## src/rtl/ib_sync_filter.sv

```systemverilog
// Pad-input synchronizer and persistence deglitcher that produces a clean level and edge strobes.
// Optional rising-edge counter is enabled with `define IB_SYNC_FILTER_EDGE_COUNT_EN.
module ib_sync_filter #(
  parameter int   SYNC_STAGES   = 2,
  parameter int   FILTER_CYCLES = 4,
  parameter logic RESET_LEVEL   = 1'b0,
  parameter int   CNT_WIDTH     = 8
) (
  input  logic                 CLK,
  input  logic                 RST,
  input  logic                 I,
  input  logic                 EN,
  input  logic                 CNT_CLR,
  output logic                 O,
  output logic                 RISE,
  output logic                 FALL,
  output logic                 STABLE,
  output logic [CNT_WIDTH-1:0] CNT
);

  localparam int            FW    = $clog2(FILTER_CYCLES) + 1;
  localparam logic [FW-1:0] FLAST = FW'(FILTER_CYCLES - 1);

  logic [SYNC_STAGES-1:0] syncQ;
  logic                   s;
  logic [FW-1:0]          fcntQ, fcntD;
  logic                   oQ, oD;
  logic                   riseQ, riseD;
  logic                   fallQ, fallD;

  // The chain samples every cycle, independent of EN, so re-enabling sees current pad state.
  always_ff @(posedge CLK or posedge RST) begin
    if (RST) begin
      syncQ <= {SYNC_STAGES{RESET_LEVEL}};
    end else begin
      syncQ <= {syncQ[SYNC_STAGES-2:0], I};
    end
  end

  assign s = syncQ[SYNC_STAGES-1];

  always_comb begin
    fcntD = fcntQ;
    oD    = oQ;
    riseD = 1'b0;
    fallD = 1'b0;
    if (EN) begin
      if (s == oQ) begin
        fcntD = '0;
      end else if (fcntQ == FLAST) begin
        oD    = s;
        fcntD = '0;
        riseD = s;
        fallD = ~s;
      end else begin
        fcntD = fcntQ + FW'(1);
      end
    end
  end

  always_ff @(posedge CLK or posedge RST) begin
    if (RST) begin
      fcntQ <= '0;
      oQ    <= RESET_LEVEL;
      riseQ <= 1'b0;
      fallQ <= 1'b0;
    end else begin
      fcntQ <= fcntD;
      oQ    <= oD;
      riseQ <= riseD;
      fallQ <= fallD;
    end
  end

  assign O      = oQ;
  assign RISE   = riseQ;
  assign FALL   = fallQ;
  assign STABLE = (s == oQ) && (fcntQ == '0);

`ifdef IB_SYNC_FILTER_EDGE_COUNT_EN
  logic [CNT_WIDTH-1:0] cntQ;

  // A clear coinciding with a strobe keeps that strobe as the first new count.
  always_ff @(posedge CLK or posedge RST) begin
    if (RST) begin
      cntQ <= '0;
    end else if (CNT_CLR) begin
      cntQ <= riseQ ? CNT_WIDTH'(1) : '0;
    end else if (riseQ && (cntQ != '1)) begin
      cntQ <= cntQ + CNT_WIDTH'(1);
    end
  end

  assign CNT = cntQ;
`else
  logic unusedCntClr;

  assign unusedCntClr = CNT_CLR;
  assign CNT          = '0;
`endif

endmodule

```

## config.mk

```make
export PLATFORM = sky130hd
export DESIGN_NAME = ib_sync_filter
export DESIGN_NICKNAME = d
export VERILOG_FILES = /design/src/rtl/ib_sync_filter.sv
export SDC_FILE = /design/constraint.sdc
export NUM_CORES = 1
export LEC_CHECK = 0
export BUFFER_PORTS_ARGS = -buffer_cell sky130_fd_sc_hd__buf_4
export CAP_MARGIN = 20
export CORE_MARGIN = 1.5
export CORE_UTILIZATION = 30
export DETAILED_ROUTE_END_ITERATION = 10
export GPL_ROUTABILITY_DRIVEN = 0
export SETUP_SLACK_MARGIN = 0.15
export SYNTH_ARGS = -nofsm -noshare
export SYNTH_HDL_FRONTEND = slang
export SYNTH_SLANG_ARGS = --single-unit
```

## constraint.sdc

```tcl
create_clock -name CLK -period 1.5 [get_ports CLK]
set_input_delay 0.3 -clock CLK [delete_from_list [all_inputs] [get_ports CLK]]
set_output_delay 0.3 -clock CLK [all_outputs]
set_load 0.01 [all_outputs]
```

### Word level (Yosys, flattened, before mapping)

Index checks and enable logic that the tools add are counted.

* bitwise operators: 2
* eq/ne operators: 2
* $add $sub $neg: 1
* multiplexer cells: 8
* reductions and logical operators: 3

Operators by type and width (number)
* $mux W1: 6
* $mux W3: 2
* $add A3 B1 Y3 const B: 1
* $eq A3 B2 Y1 const B: 1
* $logic_not A3 Y1: 1
* $reduce_and A3 Y1: 1
* $not A1 Y1: 2
* $eq A1 B1 Y1: 1
* $logic_and A1 B1 Y1: 1

* register bits: 8
* output and inout bits: 12

### Logic depth before layout (Yosys ltp)

* depth in word-level cells: 4
* depth in mapped cells: 4
* depth with buffers taken out: 4

### Worst setup path after synthesis

OpenSTA, ideal clock, no wires.

* path kind: reg2out
* from: reg oQ (netlist: O)
* to: out STABLE
* cell stages (with the launch flop): 3
* buffers on the path: 0
* arrival time: 0.932 ns
* setup slack: 0.268 ns
* path through: dfrtp_1 xnor2_1 and3_2

* cells in the longest elaborated chain, start to end: 2

RTL lines
* from (decl): line 27 `logic oQ, oD;`
* from (signal assigned): line 64 `oQ <= RESET_LEVEL;`
* from (signal assigned): line 69 `oQ <= oD;`
* $eq A1 B1 Y1: line 78 `assign STABLE = (s == oQ) && (fcntQ == '0);`
* $logic_and A1 B1 Y1: line 78
* to (decl): line 17 `output logic STABLE,`

Every way passes these cells.

### Worst setup path after layout

* from: reg syncQ[1]
* to: out STABLE

* cells in the longest elaborated chain, start to end: 2

RTL lines
* from (decl): line 24 `logic [SYNC_STAGES-1:0] syncQ;`
* from (signal assigned): line 34 `syncQ <= {SYNC_STAGES{RESET_LEVEL}};`
* from (signal assigned): line 36 `syncQ <= {syncQ[SYNC_STAGES-2:0], I};`
* $eq A1 B1 Y1: line 78
* $logic_and A1 B1 Y1: line 78

Every way passes these cells.

==> flow_summary.yaml <==
timing:
  hold_violations: 0
  skew_ns: 0.00597
  finalSetupViolCount: 0
  drv_slew: 0
  period_needed_ns: 1.43
  final.setup.tns_ns: 0
  fmax_mhz: 699
  fin_crit_sh: 0.954
  worst_hold_slack_ns: 0.152
  rsz0062_at_grt: "yes"
synth:
  syn_area_per_cell_um2: 11.0
  yosysSeqAreaShare: 0.494
  netlist.area_leader.share: 0.494
  ys_ff_latch: 8
  synth_cell_type_count: 16
  synth.cell_area_um2: 405
  yosys_warnings: 0
  synth_largest_area_cell: "dfrtp_1"
  postSynthCellCount: 37
  synth_area_leaders: "dfrtp_1 49%, buf_4 15%, ha_1 6.2%, nand2b_1 4.6%, inv_1 3.7%"
run:
  drv_cap: 0
power_and_ir_drop:
  seqPwrFrac: 0.353
  p_comb_frac: 0.464
  ir_drop_mv: 0.747
  powerDensity_nw_per_um2: 1680
  p_leak_nw: 0.272
  p_sw_uw: 280
  p_sw_frac: 0.312
  clkPwrFrac: 0.182
  p_int_uw: 617
floorplan:
  io_pins: 17
  rows: 13
  core_area_um2: 1280
  initial_core_util: 0.315
  dieHeight_um: 39.8
  die_w_um: 39.8
  dieArea_um2: 1580
worst_setup_path:
  crit_path_end: "STABLE"
  timing.rr.start: "fcntQ[0]"
  crit_path_end_kind: "output pin"
  startpoint_type: "flip-flop"
  r2r_slack_ns: 0.20
  ff2ff_path_depth: 4
  required_ns: 1.20
  critPathLaunch: "syncQ[1]"
  r2r_end: "O"
  cp.arrival_ns: 1.13
  worstSetupPathType: "flip-flop to output pin"
  cp_max_fo: 2
route:
  wl_um: 577
  vias: 281
  route.detailed.drc: 0
  postRouteAntennaNets: 0
  routedWlPerCell_um: 8.61
  viasPerCell: 4.19
  drtPass1Iterations: 2
  drt_iter0_drc: 2
cells_and_area:
  nNetsFinal: 61
  final_cell_mix: "11 x buf_4, 8 x dfrtp_1, 8 x conb_1"
  post-route-util: 0.416
  layout_commonest_cell: "buf_4"
  layout-drive-gt1-share: 0.365
  syn2layout_area_growth_pct: 31.8
  design_area_um2: 534
  diodes: 0
clocking:
  cts_buffers: 3
  clockRootBuffer: "clkbuf_4"
  clk_path_buf_depth: 2
  clkSinkCount: 8
  path_clk_slew_ns: 0.05
  cts_tree: "done"
  htree_levels: 1
  clk_latency_ns: 0.26
placement:
  dpl-instance-area_um2: 450
  port_buffers: 7
  dp_hpwl_um: 400
grt:
  grt_pass1_vias: 214
  grt_usage: 0.0950
  antenna_found_initial: 0
  grt-ovfl-total: 0
  grt_max_degree: 9
  grt_pass1_wl_um: 855
worst_hold_path:
  holdPathStages: 1
  hold_path_class: "input pin to flip-flop"
status:
  status: "finished, final reports clean"
through the flow:
stage / instances / setup WS [ns] / power [mW]
3_5_place_dp: 59 / 0.261 / 0.628
2_1_floorplan: 44 / 0.268 / 0.523
5_1_grt: 67 / 0.0159 / 0.974
4_1_cts: 66 / 0.0556 / 0.887
3_3_place_gp: 59 / 0.268 / 0.621
6_report: 67 / 0.0686 / 0.897
critical path: stages, from the launching register on:
cell,delay (ns)
dfrtp_1,0.40
xnor2_2,0.19
and3_4,0.20
buf_6,0.09
synthesized netlist by cell type:
cell,instances
nor3b_1,2
conb_1,1
nand2b_1,3
o32ai_1,1
xnor2_1,1
nand2_1,1
dfrtp_1,8
nand3b_1,1
buf_4,8
and3_2,1
o22ai_1,1
o31ai_1,1
inv_1,4
nor2b_1,1
mux2_1,1
ha_1,2
routing by layer:
metal  routed length [um]  vias to the layer above  global-route usage
met4                   15                        0              0.0776
met5                    0                        -                   0
met3                   58                        2              0.0852
met2                  279                       14               0.119
met1                  223                      130              0.0944
li1                     -                      135                   -
power groups by stage:
stage                     clock (mW)  combinational (mW)  sequential, mW
after CTS                      0.169               0.402           0.315
after floorplan                    0               0.196           0.327
after global routing           0.183               0.468           0.323
final                          0.163               0.417           0.317
after global placement             0               0.293           0.328
after detailed placement           0               0.299           0.329
flip-flops by register name (all words and copies together) (netlist names):
signal,count
fcntQ,3
syncQ,2
FALL,1
O,1
RISE,1
how the worst min path moves through the flow:
| stage | startpoint | endpoint | slack [ns] |
|---|---|---|---|
| finish | I | syncQ[0] | 0.15 |
| global route | I | syncQ[0] | 0.13 |
| CTS | I | syncQ[0] | 0.15 |
| detailed placement | RST | syncQ[0] | 0.27 |
| global placement | RST | fcntQ[2] | 0.26 |
| floorplan | RST | FALL | 0.12 |
cells by family after synthesis:
group / count (synthesis) / synth area share
other cells: 1 / 0.00925
mux: 1 / 0.0278
xor+xnor: 1 / 0.0216
buf+inv: 12 / 0.185
flops: 8 / 0.494
fa+ha+maj: 2 / 0.0617
compound gates: 3 / 0.0556
simple gates: 9 / 0.145
what timing repair did:
item | in CTS | in global routing
endpoints found under the hold margin | 8 | 0
resized for setup | 3 | 2
hold buffers | 1 | 0
endpoints found under the setup margin | 1 | 2
pin swaps | 1 | 1
buffers inserted | 3 | 1
area by class of cell:
type	count	area (um2)
inverters	4	15.0
clock buffers	3	22.5
multi-input cells	24	174
repair buffers	13	104
well taps	15	18.8
fillers	134	751
flip-flops and latches	8	200
No activity file was read; power rests on OpenSTA's default activity.
